==> config.mk <==
export PLATFORM = sky130hd
export DESIGN_NAME = wb_arbiter
export DESIGN_NICKNAME = d
export VERILOG_FILES = /design/src/rtl/wb_arbiter_pkg.sv /design/src/rtl/wb_arbiter_rr_arbiter.sv /design/src/rtl/wb_arbiter.sv
export SDC_FILE = /design/constraint.sdc
export NUM_CORES = 1
export LEC_CHECK = 0
export BUFFER_PORTS_ARGS = -buffer_cell sky130_fd_sc_hd__buf_2
export CORE_AREA = 2 2 174 176
export DETAILED_ROUTE_END_ITERATION = 6
export DIE_AREA = 0 0 176 178
export PLACE_DENSITY_LB_ADDON = 0.2
export RECOVER_POWER = 25
export SYNTH_ARGS = -nofsm -noshare
export SYNTH_HDL_FRONTEND = slang
export SYNTH_HIERARCHICAL = 1
export SYNTH_SLANG_ARGS = --single-unit
export TNS_END_PERCENT = 50
==> constraint.sdc <==
create_clock -name clk -period 3 [get_ports clk]
set_input_delay 0.3 -clock clk [delete_from_list [all_inputs] [get_ports clk]]
set_output_delay 0.3 -clock clk [all_outputs]
set_load 0.01 [all_outputs]
==> src/rtl/wb_arbiter_pkg.sv <==
`default_nettype none
// +------------------------------------------------------------------------+
// | Module  : wb_arbiter_pkg                                               |
// | Purpose : Shared writeback-path types, field widths and helpers used   |
// |           by the writeback arbiter and its round-robin picker.         |
// | Ports   : none (package)                                               |
// | Rev     : 1.0  initial release                                         |
// +------------------------------------------------------------------------+
package wb_arbiter_pkg;

  localparam int c_PC_BITS        = 32;
  localparam int c_AREG_BITS      = 5;
  localparam int c_DATA_BITS      = 32;
  localparam int c_SEQ_NUM_BITS   = 5;
  localparam int c_PHYS_ADDR_BITS = 6;

  // X->W message at the default machine widths.
  typedef struct packed {
    logic [c_PC_BITS-1:0]        pc;
    logic [c_SEQ_NUM_BITS-1:0]   seq_num;
    logic [c_AREG_BITS-1:0]      waddr;
    logic [c_DATA_BITS-1:0]      wdata;
    logic                        wen;
    logic [c_PHYS_ADDR_BITS-1:0] preg;
    logic [c_PHYS_ADDR_BITS-1:0] ppreg;
  } xw_msg_t;

  // Round-robin successor of idx among n slots.
  function automatic int rr_next(input int idx, input int n);
    return (idx + 1 >= n) ? 0 : idx + 1;
  endfunction

endpackage
`default_nettype wire

==> src/rtl/wb_arbiter_rr_arbiter.sv <==
`default_nettype none
// +------------------------------------------------------------------------+
// | Module  : rr_arbiter                                                   |
// | Purpose : Combinational round-robin priority picker. Scans requests    |
// |           from i_ptr upward (modulo NUM_REQ); first request wins.      |
// | Ports   : i_req   [NUM_REQ]  request vector                            |
// |           i_ptr   [IDX_BITS] highest-priority slot                     |
// |           o_grant [NUM_REQ]  one-hot grant (zero if no request)        |
// |           o_idx   [IDX_BITS] encoded winner (0 if no request)          |
// |           o_any   1          some request present                      |
// | Rev     : 1.0  initial release                                         |
// +------------------------------------------------------------------------+
module rr_arbiter #(
  parameter int NUM_REQ  = 4,
  parameter int IDX_BITS = $clog2(NUM_REQ)
) (
  input  logic [NUM_REQ-1:0]  i_req,
  input  logic [IDX_BITS-1:0] i_ptr,
  output logic [NUM_REQ-1:0]  o_grant,
  output logic [IDX_BITS-1:0] o_idx,
  output logic                o_any
);

  logic [IDX_BITS:0]   w_sum;
  logic [IDX_BITS-1:0] w_pos;

  always_comb begin
    o_grant = '0;
    o_idx   = '0;
    o_any   = 1'b0;
    w_sum   = '0;
    w_pos   = '0;
    for (int k = 0; k < NUM_REQ; k++) begin
      // One extra bit so ptr+k cannot overflow before the modulo fold.
      w_sum = {1'b0, i_ptr} + (IDX_BITS+1)'(k);
      if (w_sum >= (IDX_BITS+1)'(NUM_REQ)) begin
        w_sum = w_sum - (IDX_BITS+1)'(NUM_REQ);
      end
      w_pos = w_sum[IDX_BITS-1:0];
      if (!o_any && i_req[w_pos]) begin
        o_grant[w_pos] = 1'b1;
        o_idx          = w_pos;
        o_any          = 1'b1;
      end
    end
  end

endmodule
`default_nettype wire

==> src/rtl/wb_arbiter.sv <==
`default_nettype none
// +------------------------------------------------------------------------+
// | Module  : wb_arbiter                                                   |
// | Purpose : Shares the single X->W writeback port among NUM_UNITS        |
// |           execute units using round-robin priority, capturing the      |
// |           winner in a one-entry output register.                       |
// | Ports   : clk, rst (async, active-high)                                |
// |           i_x_val/o_x_rdy      per-unit handshake                      |
// |           i_x_pc .. i_x_ppreg  per-unit message fields                 |
// |           o_w_val/i_w_rdy      writeback handshake                     |
// |           o_w_pc .. o_w_ppreg  registered winning message              |
// |           o_w_unit             unit that produced the current output   |
// | Rev     : 1.0  initial release                                         |
// +------------------------------------------------------------------------+
module wb_arbiter
  import wb_arbiter_pkg::*;
#(
  parameter int NUM_UNITS      = 4,
  parameter int SEQ_NUM_BITS   = c_SEQ_NUM_BITS,
  parameter int PHYS_ADDR_BITS = c_PHYS_ADDR_BITS
) (
  input  logic                                      clk,
  input  logic                                      rst,
  input  logic [NUM_UNITS-1:0]                      i_x_val,
  output logic [NUM_UNITS-1:0]                      o_x_rdy,
  input  logic [NUM_UNITS-1:0][c_PC_BITS-1:0]       i_x_pc,
  input  logic [NUM_UNITS-1:0][SEQ_NUM_BITS-1:0]    i_x_seq_num,
  input  logic [NUM_UNITS-1:0][c_AREG_BITS-1:0]     i_x_waddr,
  input  logic [NUM_UNITS-1:0][c_DATA_BITS-1:0]     i_x_wdata,
  input  logic [NUM_UNITS-1:0]                      i_x_wen,
  input  logic [NUM_UNITS-1:0][PHYS_ADDR_BITS-1:0]  i_x_preg,
  input  logic [NUM_UNITS-1:0][PHYS_ADDR_BITS-1:0]  i_x_ppreg,
  output logic                                      o_w_val,
  input  logic                                      i_w_rdy,
  output logic [c_PC_BITS-1:0]                      o_w_pc,
  output logic [SEQ_NUM_BITS-1:0]                   o_w_seq_num,
  output logic [c_AREG_BITS-1:0]                    o_w_waddr,
  output logic [c_DATA_BITS-1:0]                    o_w_wdata,
  output logic                                      o_w_wen,
  output logic [PHYS_ADDR_BITS-1:0]                 o_w_preg,
  output logic [PHYS_ADDR_BITS-1:0]                 o_w_ppreg,
  output logic [$clog2(NUM_UNITS)-1:0]              o_w_unit
);

  localparam int c_IDX_BITS = $clog2(NUM_UNITS);

  // Message layout at this instance's widths.
  typedef struct packed {
    logic [c_PC_BITS-1:0]      pc;
    logic [SEQ_NUM_BITS-1:0]   seq_num;
    logic [c_AREG_BITS-1:0]    waddr;
    logic [c_DATA_BITS-1:0]    wdata;
    logic                      wen;
    logic [PHYS_ADDR_BITS-1:0] preg;
    logic [PHYS_ADDR_BITS-1:0] ppreg;
  } msg_t;

  logic [c_IDX_BITS-1:0] r_rr_ptr;
  logic                  r_w_val;
  logic [c_IDX_BITS-1:0] r_w_unit;
  msg_t                  r_msg;

  logic [NUM_UNITS-1:0]  w_grant;
  logic [c_IDX_BITS-1:0] w_idx;
  logic                  w_any;
  logic                  w_accept;
  logic                  w_xfer;
  msg_t                  w_sel;

  rr_arbiter #(
    .NUM_REQ  (NUM_UNITS),
    .IDX_BITS (c_IDX_BITS)
  ) u_rr_arbiter (
    .i_req   (i_x_val),
    .i_ptr   (r_rr_ptr),
    .o_grant (w_grant),
    .o_idx   (w_idx),
    .o_any   (w_any)
  );

  // Output slot is empty or being drained this cycle.
  assign w_accept = !r_w_val || i_w_rdy;
  assign w_xfer   = w_accept && w_any;
  assign o_x_rdy  = w_accept ? w_grant : '0;

  always_comb begin
    w_sel         = '0;
    w_sel.pc      = i_x_pc[w_idx];
    w_sel.seq_num = i_x_seq_num[w_idx];
    w_sel.waddr   = i_x_waddr[w_idx];
    w_sel.wdata   = i_x_wdata[w_idx];
    w_sel.wen     = i_x_wen[w_idx];
    w_sel.preg    = i_x_preg[w_idx];
    w_sel.ppreg   = i_x_ppreg[w_idx];
  end

  // A transfer overrides a simultaneous drain, so back-to-back messages
  // keep w_val high. Payload is only ever loaded, never cleared, outside reset.
  always_ff @(posedge clk or posedge rst) begin
    if (rst) begin
      r_rr_ptr <= '0;
      r_w_val  <= 1'b0;
      r_w_unit <= '0;
      r_msg    <= '0;
    end else if (w_xfer) begin
      r_w_val  <= 1'b1;
      r_w_unit <= w_idx;
      r_msg    <= w_sel;
      r_rr_ptr <= c_IDX_BITS'(rr_next(int'(w_idx), NUM_UNITS));
    end else if (i_w_rdy) begin
      r_w_val  <= 1'b0;
    end
  end

  assign o_w_val     = r_w_val;
  assign o_w_unit    = r_w_unit;
  assign o_w_pc      = r_msg.pc;
  assign o_w_seq_num = r_msg.seq_num;
  assign o_w_waddr   = r_msg.waddr;
  assign o_w_wdata   = r_msg.wdata;
  assign o_w_wen     = r_msg.wen;
  assign o_w_preg    = r_msg.preg;
  assign o_w_ppreg   = r_msg.ppreg;

endmodule
`default_nettype wire

==> summary.txt, run 1 <==
Run status
  – Run status: finished, violations left
  – Violated checks: max-capacitance violations, max-slew violations

Floorplan
  – Placeable core region: 0.0294 mm^2
  – Number of top-level pins: 449
  – Number of rows created at floorplan: 63
  – Width of the die: 176 um
  – DIE AREA: 0.0313 mm^2
  – Initial standard-cell utilization of the core: 0.202
  – Die height: 178 um

Logic synthesis
  – Leading post-synthesis cells by cell area: dfrtp_1 39%, mux4_2 34%, mux2_2 17%
  – Library cells used by synthesis: 27
  – Yosys synthesis warning count: 6
  – Area fraction of the dominant cell type after synthesis: 0.388
  – Synthesized instance count: 354
  – Synthesized area per cell: 16.7 um^2
  – Proportion of synthesized chip area in sequential cells: 0.388
  – Dominant register cell in the synthesized netlist: dfrtp_1
  – Area of the mapped netlist: 0.00593 mm^2
  – Post-synth EDFFs: 0
  – Number of synthesized register bits: 92
  – Cell taking the most area after synthesis: dfrtp_1
  – Ranking of synthesized cells by instance count: 92 x dfrtp_1, 92 x mux2_2, 89 x mux4_2
  – Fraction of registers with async set/reset: 1.00
  – Nets in the synthesized netlist: 715

Detailed routing
  – Routed vias: 5,373
  – Routed length per placed instance: 19.9 um
  – Number of search-and-repair iterations in the first detailed-routing pass: 4
  – Remaining DRCs: 0
  – DRC marker count from the first detailed-route iteration: 118
  – Detailed-route wire length: 24,400 um
  – Average via count per standard cell: 4.39
  – ANT nets after route: 0

GRT
  – Total congestion overflow: 0
  – Number of global-route vias before repair: 5,461
  – Aggregate global-route resource usage: 0.132
  – Pin count of the biggest net entering global routing: 48
  – Number of antenna violations at the first check in global routing: 1
  – First-pass GRT wire length: 31,100 um

STA
  – Setup WS post-layout: 0.0602 ns
  – Period utilisation layout: 0.980
  – Setup_tns: 0 ns
  – Least-Margin Pin Slew: 2.25 ns
  – Normalized max-slew margin: -0.507
  – Final hold violation count: 0
  – Skew final: 0.00723 ns
  – Minimum hold slack: 0.381 ns
  – Unrepaired setup endpoints after global routing: true
  – Highest attainable clock frequency: 340 MHz
  – Endpoints failing setup: 0
  – Number of slew-limit violations in the final report: 46
  – Fin crit period: 2.94 ns

Clocking
  – Deepest level of the CTS H-tree: 3
  – Sinks on Clock Net: 92
  – CTS max path bufs: 2
  – Later-pin clock latency in the skew report: 0.36 ns
  – Number of buffers added by the clock tree synthesis step: 9
  – CTS tree: built
  – Clock transition at the registers of the reported paths: 0.07 ns
  – Clock root buffer: clkbuf_16
  – Hold bufs inserted after CTS: 0

Worst setup path
  – Required time of the critical path: 3.24 ns
  – Launching element of the worst setup path: r_rr_ptr[0]$_DFFE_PP0P_
  – Reg2Reg Setup Slack: 0.06 ns
  – Critical register-to-register path startpoint: r_rr_ptr[0]$_DFFE_PP0P_
  – Type of the worst setup path: flip-flop to flip-flop
  – Maximum fanout count along the critical path: 7
  – Arrival time at the worst endpoint: 3.18 ns
  – Critical Path Source Type: flip-flop
  – Type of destination of the critical path: flip-flop

Worst hold path
  – Path category of the worst min-delay check: primary input to flip-flop
  – Startpoint of the lowest-slack hold path: i_w_rdy

Placement
  – Setup WS pre-CTS: -0.0218 ns
  – Final Wtd Congestion: 0.733
  – Total of buffers placed on input and output ports: 448
  – Sum of net half-perimeters after detailed placement: 17,300 um

Run
  – Count of max-cap constraint violations: 1

Power and ir drop
  – Pwr per Cell Area: 1370 mW/mm^2
  – Peak supply drop: 0.480 mV
  – Leak: 4.45 nW
  – Design Power: 13.1 mW

Cells and area
  – Count of antenna diodes in the layout: 0
  – Fillers: 2,986
  – Number of nets in the final layout: 1,190
  – Final core utilization: 0.326
  – Layout cell share with drive strength beyond 1: 0.851
  – P&R area growth vs syn: 61.7%
layout make-up:
type / instances / area, um^2 / share of cell area
Multi-Input combinational cell: 227 / 3500 / 0.365
Clock buffer: 10 / 239 / 0.0249
Clock inverter: 6 / 63.8 / 0.00666
Timing Repair Buffer: 495 / 2970 / 0.310
Inverter: 4 / 18.8 / 0.00196
Tap cell: 390 / 488 / 0.0509
Sequential cell: 92 / 2300 / 0.240
path summary, 6_finish.rpt:
kind                                              end  cells past startpoint
hold / removal                    o_w_val$_DFFE_PP0P_                      3
min in group asynchronous       o_w_pc[0]$_DFFE_PP0P_                      2
hold reg to reg               o_w_unit[1]$_DFFE_PP0P_                      1
setup reg to reg           o_w_seq_num[3]$_DFFE_PP0P_                     10
setup / recovery           o_w_seq_num[3]$_DFFE_PP0P_                     10
max in group asynchronous     r_rr_ptr[0]$_DFFE_PP0P_                      2
critical path, cell delays in order, from the launching register on:
cell and delay (ns):
dfrtp_2 0.42, buf_4 0.17, mux4_1 0.61, nor2b_1 0.16, nor2_1 0.17, o31ai_4 0.08
buf_4 0.16, clkbuf_16 0.17, clkbuf_16 0.17, mux4_2 0.43, mux2_2 0.27
kinds of logic after synthesis:
logic type      Yosys count  share of synthesized area
buf+inv                  36                     0.0340
simple gates             18                     0.0200
flops                    92                      0.388
compound gates           17                     0.0200
mux                     185                      0.525
fa+ha+maj                 6                     0.0127
cells in the final DEF (no fill, tap or decap), types with 3 or more instances in the layout:
| master | n |
|---|---|
| mux2_2 | 92 |
| buf_12 | 4 |
| and2_1 | 4 |
| a22oi_1 | 8 |
| ha_1 | 5 |
| o21ai_0 | 4 |
| nor2_1 | 3 |
| mux4_2 | 90 |
| buf_16 | 6 |
| buf_4 | 20 |
| nand2b_1 | 4 |
| buf_6 | 6 |
| clkbuf_16 | 19 |
| dfrtp_1 | 90 |
| buf_2 | 448 |
power by group:
| part | internal [mW] | switching [mW] | leakage [nW] | total, mW |
|---|---|---|---|---|
| clock | 0.668 | 0.542 | 0.144 | 1.21 |
| combinational | 5.60 | 4.07 | 3.23 | 9.67 |
| sequential | 1.94 | 0.307 | 1.07 | 2.25 |
flip-flops by register name (all words and copies together), names as in the netlist:
register	flops
o_w_waddr	5
o_w_unit	2
r_rr_ptr	2
o_w_val	1
o_w_preg	6
o_w_seq_num	5
o_w_pc	32
o_w_wdata	32
o_w_ppreg	6
o_w_wen	1
through the flow:
stage | std cells | cell area [um^2]
global placement | 1181 | 8780
detailed placement | 1181 | 8780
floorplan | 354 | 5990
finish | 1224 | 9590
global route | 1224 | 9590
CTS | 1200 | 9130
what timing repair did:
| action | in CTS | in global routing |
|---|---|---|
| resized for setup | 1 | 19 |
| cloned | 1 | 16 |
| hold endpoints to repair | 0 | 0 |
| buffers inserted | 2 | 8 |
| pin swaps | 1 | 3 |
| endpoints found under the setup margin | 29 | 91 |
routing by layer:
layer,global-route usage,part of all wire,vias to the layer above
li1,-,-,2407
met5,0,0.00053,-
met1,0.151,0.38,2675
met2,0.240,0.54,273
met3,0.0311,0.069,16
met4,0.0472,0.012,2
Note: power is estimated with default switching activity, not from simulation.
==> run 2: changes to the inputs <==
--- a/config.mk
+++ b/config.mk
@@ -11,6 +11,7 @@
 export DIE_AREA = 0 0 176 178
 export PLACE_DENSITY_LB_ADDON = 0.2
 export RECOVER_POWER = 25
+export SETUP_SLACK_MARGIN = 0.15
 export SYNTH_ARGS = -nofsm -noshare
 export SYNTH_HDL_FRONTEND = slang
 export SYNTH_HIERARCHICAL = 1
==> constraint.sdc (replaced) <==
create_clock -name clk -period 3 [get_ports clk]
set_input_delay 0.3 -clock clk [delete_from_list [all_inputs] [get_ports clk]]
set_output_delay 0.3 -clock clk [all_outputs]
set_load 0.02 [all_outputs]
==> summary.txt, run 2 (synthesized netlist as in run 1, its figures left out) <==
Run status
  – Run status: finished, violations left
  – Violated checks: max-capacitance violations, max-slew violations

Worst setup path
  – Arrival time at the worst endpoint: 3.15 ns
  – Critical register-to-register path startpoint: r_rr_ptr[0]$_DFFE_PP0P_
  – Worst setup path end: o_w_wdata[16]$_DFFE_PP0P_
  – Critical Path Source Type: flip-flop
  – Cell breakdown of the critical path: inv_4 > ha_4 > mux4_2 > and2b_2 > o21ai_2 > o31ai_4 > buf_6 > buf_12 > buf_12 > mux4_2 > mux2_4
  – Type of the worst setup path: flip-flop to flip-flop
  – Maximum fanout count along the critical path: 8
  – Launching element of the worst setup path: r_rr_ptr[0]$_DFFE_PP0P_
  – Cell with the biggest individual delay on the critical path: mux4_2
  – Kind of cell adding the most delay to the critical path: multiplexers
  – Required time of the critical path: 3.23 ns
  – Type of destination of the critical path: flip-flop
  – Reg2Reg Setup Slack: 0.08 ns
  – Total buffers and inverters traversed by the critical path: 4
  – Capturing point of the worst reg2reg path: o_w_wdata[16]$_DFFE_PP0P_
  – Depth of the worst register-to-register path: 11
  – Cell count along the critical path: 11
  – Stage delay of the slowest cell on the critical path: 0.51 ns

Clocking
  – Later-pin clock latency in the skew report: 0.35 ns
  – CTS max path bufs: 2
  – Clock root buffer: clkbuf_16
  – Number of buffers added by the clock tree synthesis step: 9
  – Clock transition at the registers of the reported paths: 0.07 ns
  – Sinks on Clock Net: 92
  – CTS tree: built
  – Deepest level of the CTS H-tree: 3

Detailed routing
  – Remaining DRCs: 0
  – Routed length on met3: 1830 um
  – Detailed-route wire length: 22,200 um
  – Routed vias: 5,343
  – Length of routed wiring on met1: 8500 um
  – DRC marker count from the first detailed-route iteration: 122
  – Average via count per standard cell: 4.35
  – Met2 layer wire length in the routed design: 11,400 um
  – Uppermost layer routed: met5
  – Routed length per placed instance: 18.1 um
  – ANT nets after route: 0
  – Number of search-and-repair iterations in the first detailed-routing pass: 4

Worst hold path
  – Startpoint of the lowest-slack hold path: i_x_seq_num[16]
  – Path category of the worst min-delay check: primary input to flip-flop

Placement
  – Area after DPL: 0.00894 mm^2
  – Total of buffers placed on input and output ports: 448
  – Final Wtd Congestion: 0.741
  – Setup WS pre-CTS: -0.0287 ns
  – Inst Count DP: 1,195
  – Sum of net half-perimeters after detailed placement: 17,800 um

Power and ir drop
  – Pwr per Cell Area: 1370 mW/mm^2
  – Peak supply drop: 0.769 mV
  – Share of power burned in registers: 0.173
  – Leak: 4.49 nW
  – Clock power frac: 0.103
  – Internal power of the cells: 8.17 mW
  – Combinational group share of total power: 0.725
  – Switching share of power: 0.377
  – Switching power: 4.94 mW

Cells and area
  – Final design area excluding fillers: 0.00956 mm^2
  – Fillers: 3,005
  – Most frequent cells in the layout: 444 x buf_2, 90 x mux4_2, 90 x dfrtp_1
  – Layout cell share with drive strength beyond 1: 0.848
  – P&R area growth vs syn: 61.2%
  – Most common cell after layout, fill and taps aside: buf_2
  – Post-route non-filler standard cell count: 1,229
  – Number of nets in the final layout: 1,196

Run
  – Count of max-cap constraint violations: 1

Floorplan
  – Number of top-level pins: 449
  – Die height: 178 um
  – Width of the die: 176 um
  – Number of rows created at floorplan: 63
  – DIE AREA: 0.0313 mm^2
  – Placeable core region: 0.0294 mm^2
  – Initial standard-cell utilization of the core: 0.202

STA
  – Period utilisation layout: 0.974
  – Unrepaired setup endpoints after global routing: true
  – Normalized max-slew margin: -0.416
  – Fin crit period: 2.92 ns
  – Final hold violation count: 0
  – Highest attainable clock frequency: 342 MHz
  – Number of slew-limit violations in the final report: 51
  – Least-Margin Pin Slew: 2.12 ns
  – Skew final: 0.0114 ns
  – Endpoints failing setup: 0
  – Setup WS post-layout: 0.0774 ns

GRT
  – Total congestion overflow: 0
  – Number of global-route vias before repair: 5,683
  – Aggregate global-route resource usage: 0.134
  – Number of antenna violations at the first check in global routing: 3
  – Pin count of the biggest net entering global routing: 51
  – First-pass GRT wire length: 31,900 um
[run 2: cell types whose count changed in the layout (fill, tap and decap cells not counted), moves of 2 or more]
cell,change
mux2_2,-11
clkinv_2,-2
clkbuf_16,-8
buf_12,+7
mux2_4,+11
clkinvlp_4,-2
buf_16,-6
bufinv_16,+2
buf_4,+16
buf_2,-4
[run 2: tightest hold or removal path, delay by kind of cell]
kind,cells,cell delay [ns]
multiplexers,2,0.34
buffers and inverters,1,0.07
[run 2: area by class of cell]
cell class	count	area (um^2)	area share
clock buffers	10	239	0.0250
flip-flops and latches	92	2300	0.241
repair buffers	502	2880	0.302
inverters	4	17.5	0.00183
multi-input cells	226	3520	0.369
diodes	1	2.50	0.000262
clock inverters	4	98.8	0.0103
well taps	390	488	0.0511
[run 2: through the flow]
| step | utilization | hold WS [ns] | setup TNS, ns | power, mW |
|---|---|---|---|---|
| 6_report | 0.325 | 0.392 | 0 | 13.1 |
| 5_1_grt | 0.325 | 0.374 | -0.417 | 14.0 |
| 4_1_cts | 0.319 | 0.0787 | 0 | 12.9 |
| 3_5_place_dp | 0.304 | 0.472 | -0.275 | 11.2 |
| 3_3_place_gp | 0.304 | 0.479 | -0.303 | 11.2 |
| 2_1_floorplan | - | 0.550 | -0.0370 | 8.65 |
[run 2: worst min path at each step]
stage	to	slack, ns	cells past startpoint
6_report	o_w_seq_num[1]$_DFFE_PP0P_	0.39	3
5_1_grt	o_w_pc[5]$_DFFE_PP0P_	0.37	3
4_1_cts	o_w_pc[7]$_DFFE_PP0P_	0.08	2
3_5_place_dp	o_w_pc[5]$_DFFE_PP0P_	0.47	2
3_3_place_gp	o_w_pc[3]$_DFFE_PP0P_	0.48	2
2_1_floorplan	o_w_val$_DFFE_PP0P_	0.55	2
[run 2: what timing repair did]
| item | in CTS | in global routing |
|---|---|---|
| hold buffers | 0 | 0 |
| gates cloned | 1 | 2 |
| endpoints found under the setup margin | 92 | 92 |
| buffers inserted | 7 | 9 |
| pin swaps | 1 | 1 |
| gates resized for setup | 4 | 23 |
[run 2: per-layer routing]
metal,track usage,up-vias
met3,0.0356,27
met5,0,-
met2,0.242,273
li1,-,2417
met1,0.154,2622
met4,0.0458,4
[run 2: power groups by stage]
stage / Sequential (mW) / Combinational, mW / Clock, mW
floorplan: 3.04 / 5.61 / 0
global placement: 2.26 / 8.91 / 0
detailed placement: 2.28 / 8.90 / 0
CTS: 2.26 / 9.23 / 1.42
global route: 2.35 / 10.2 / 1.45
finish: 2.26 / 9.50 / 1.34
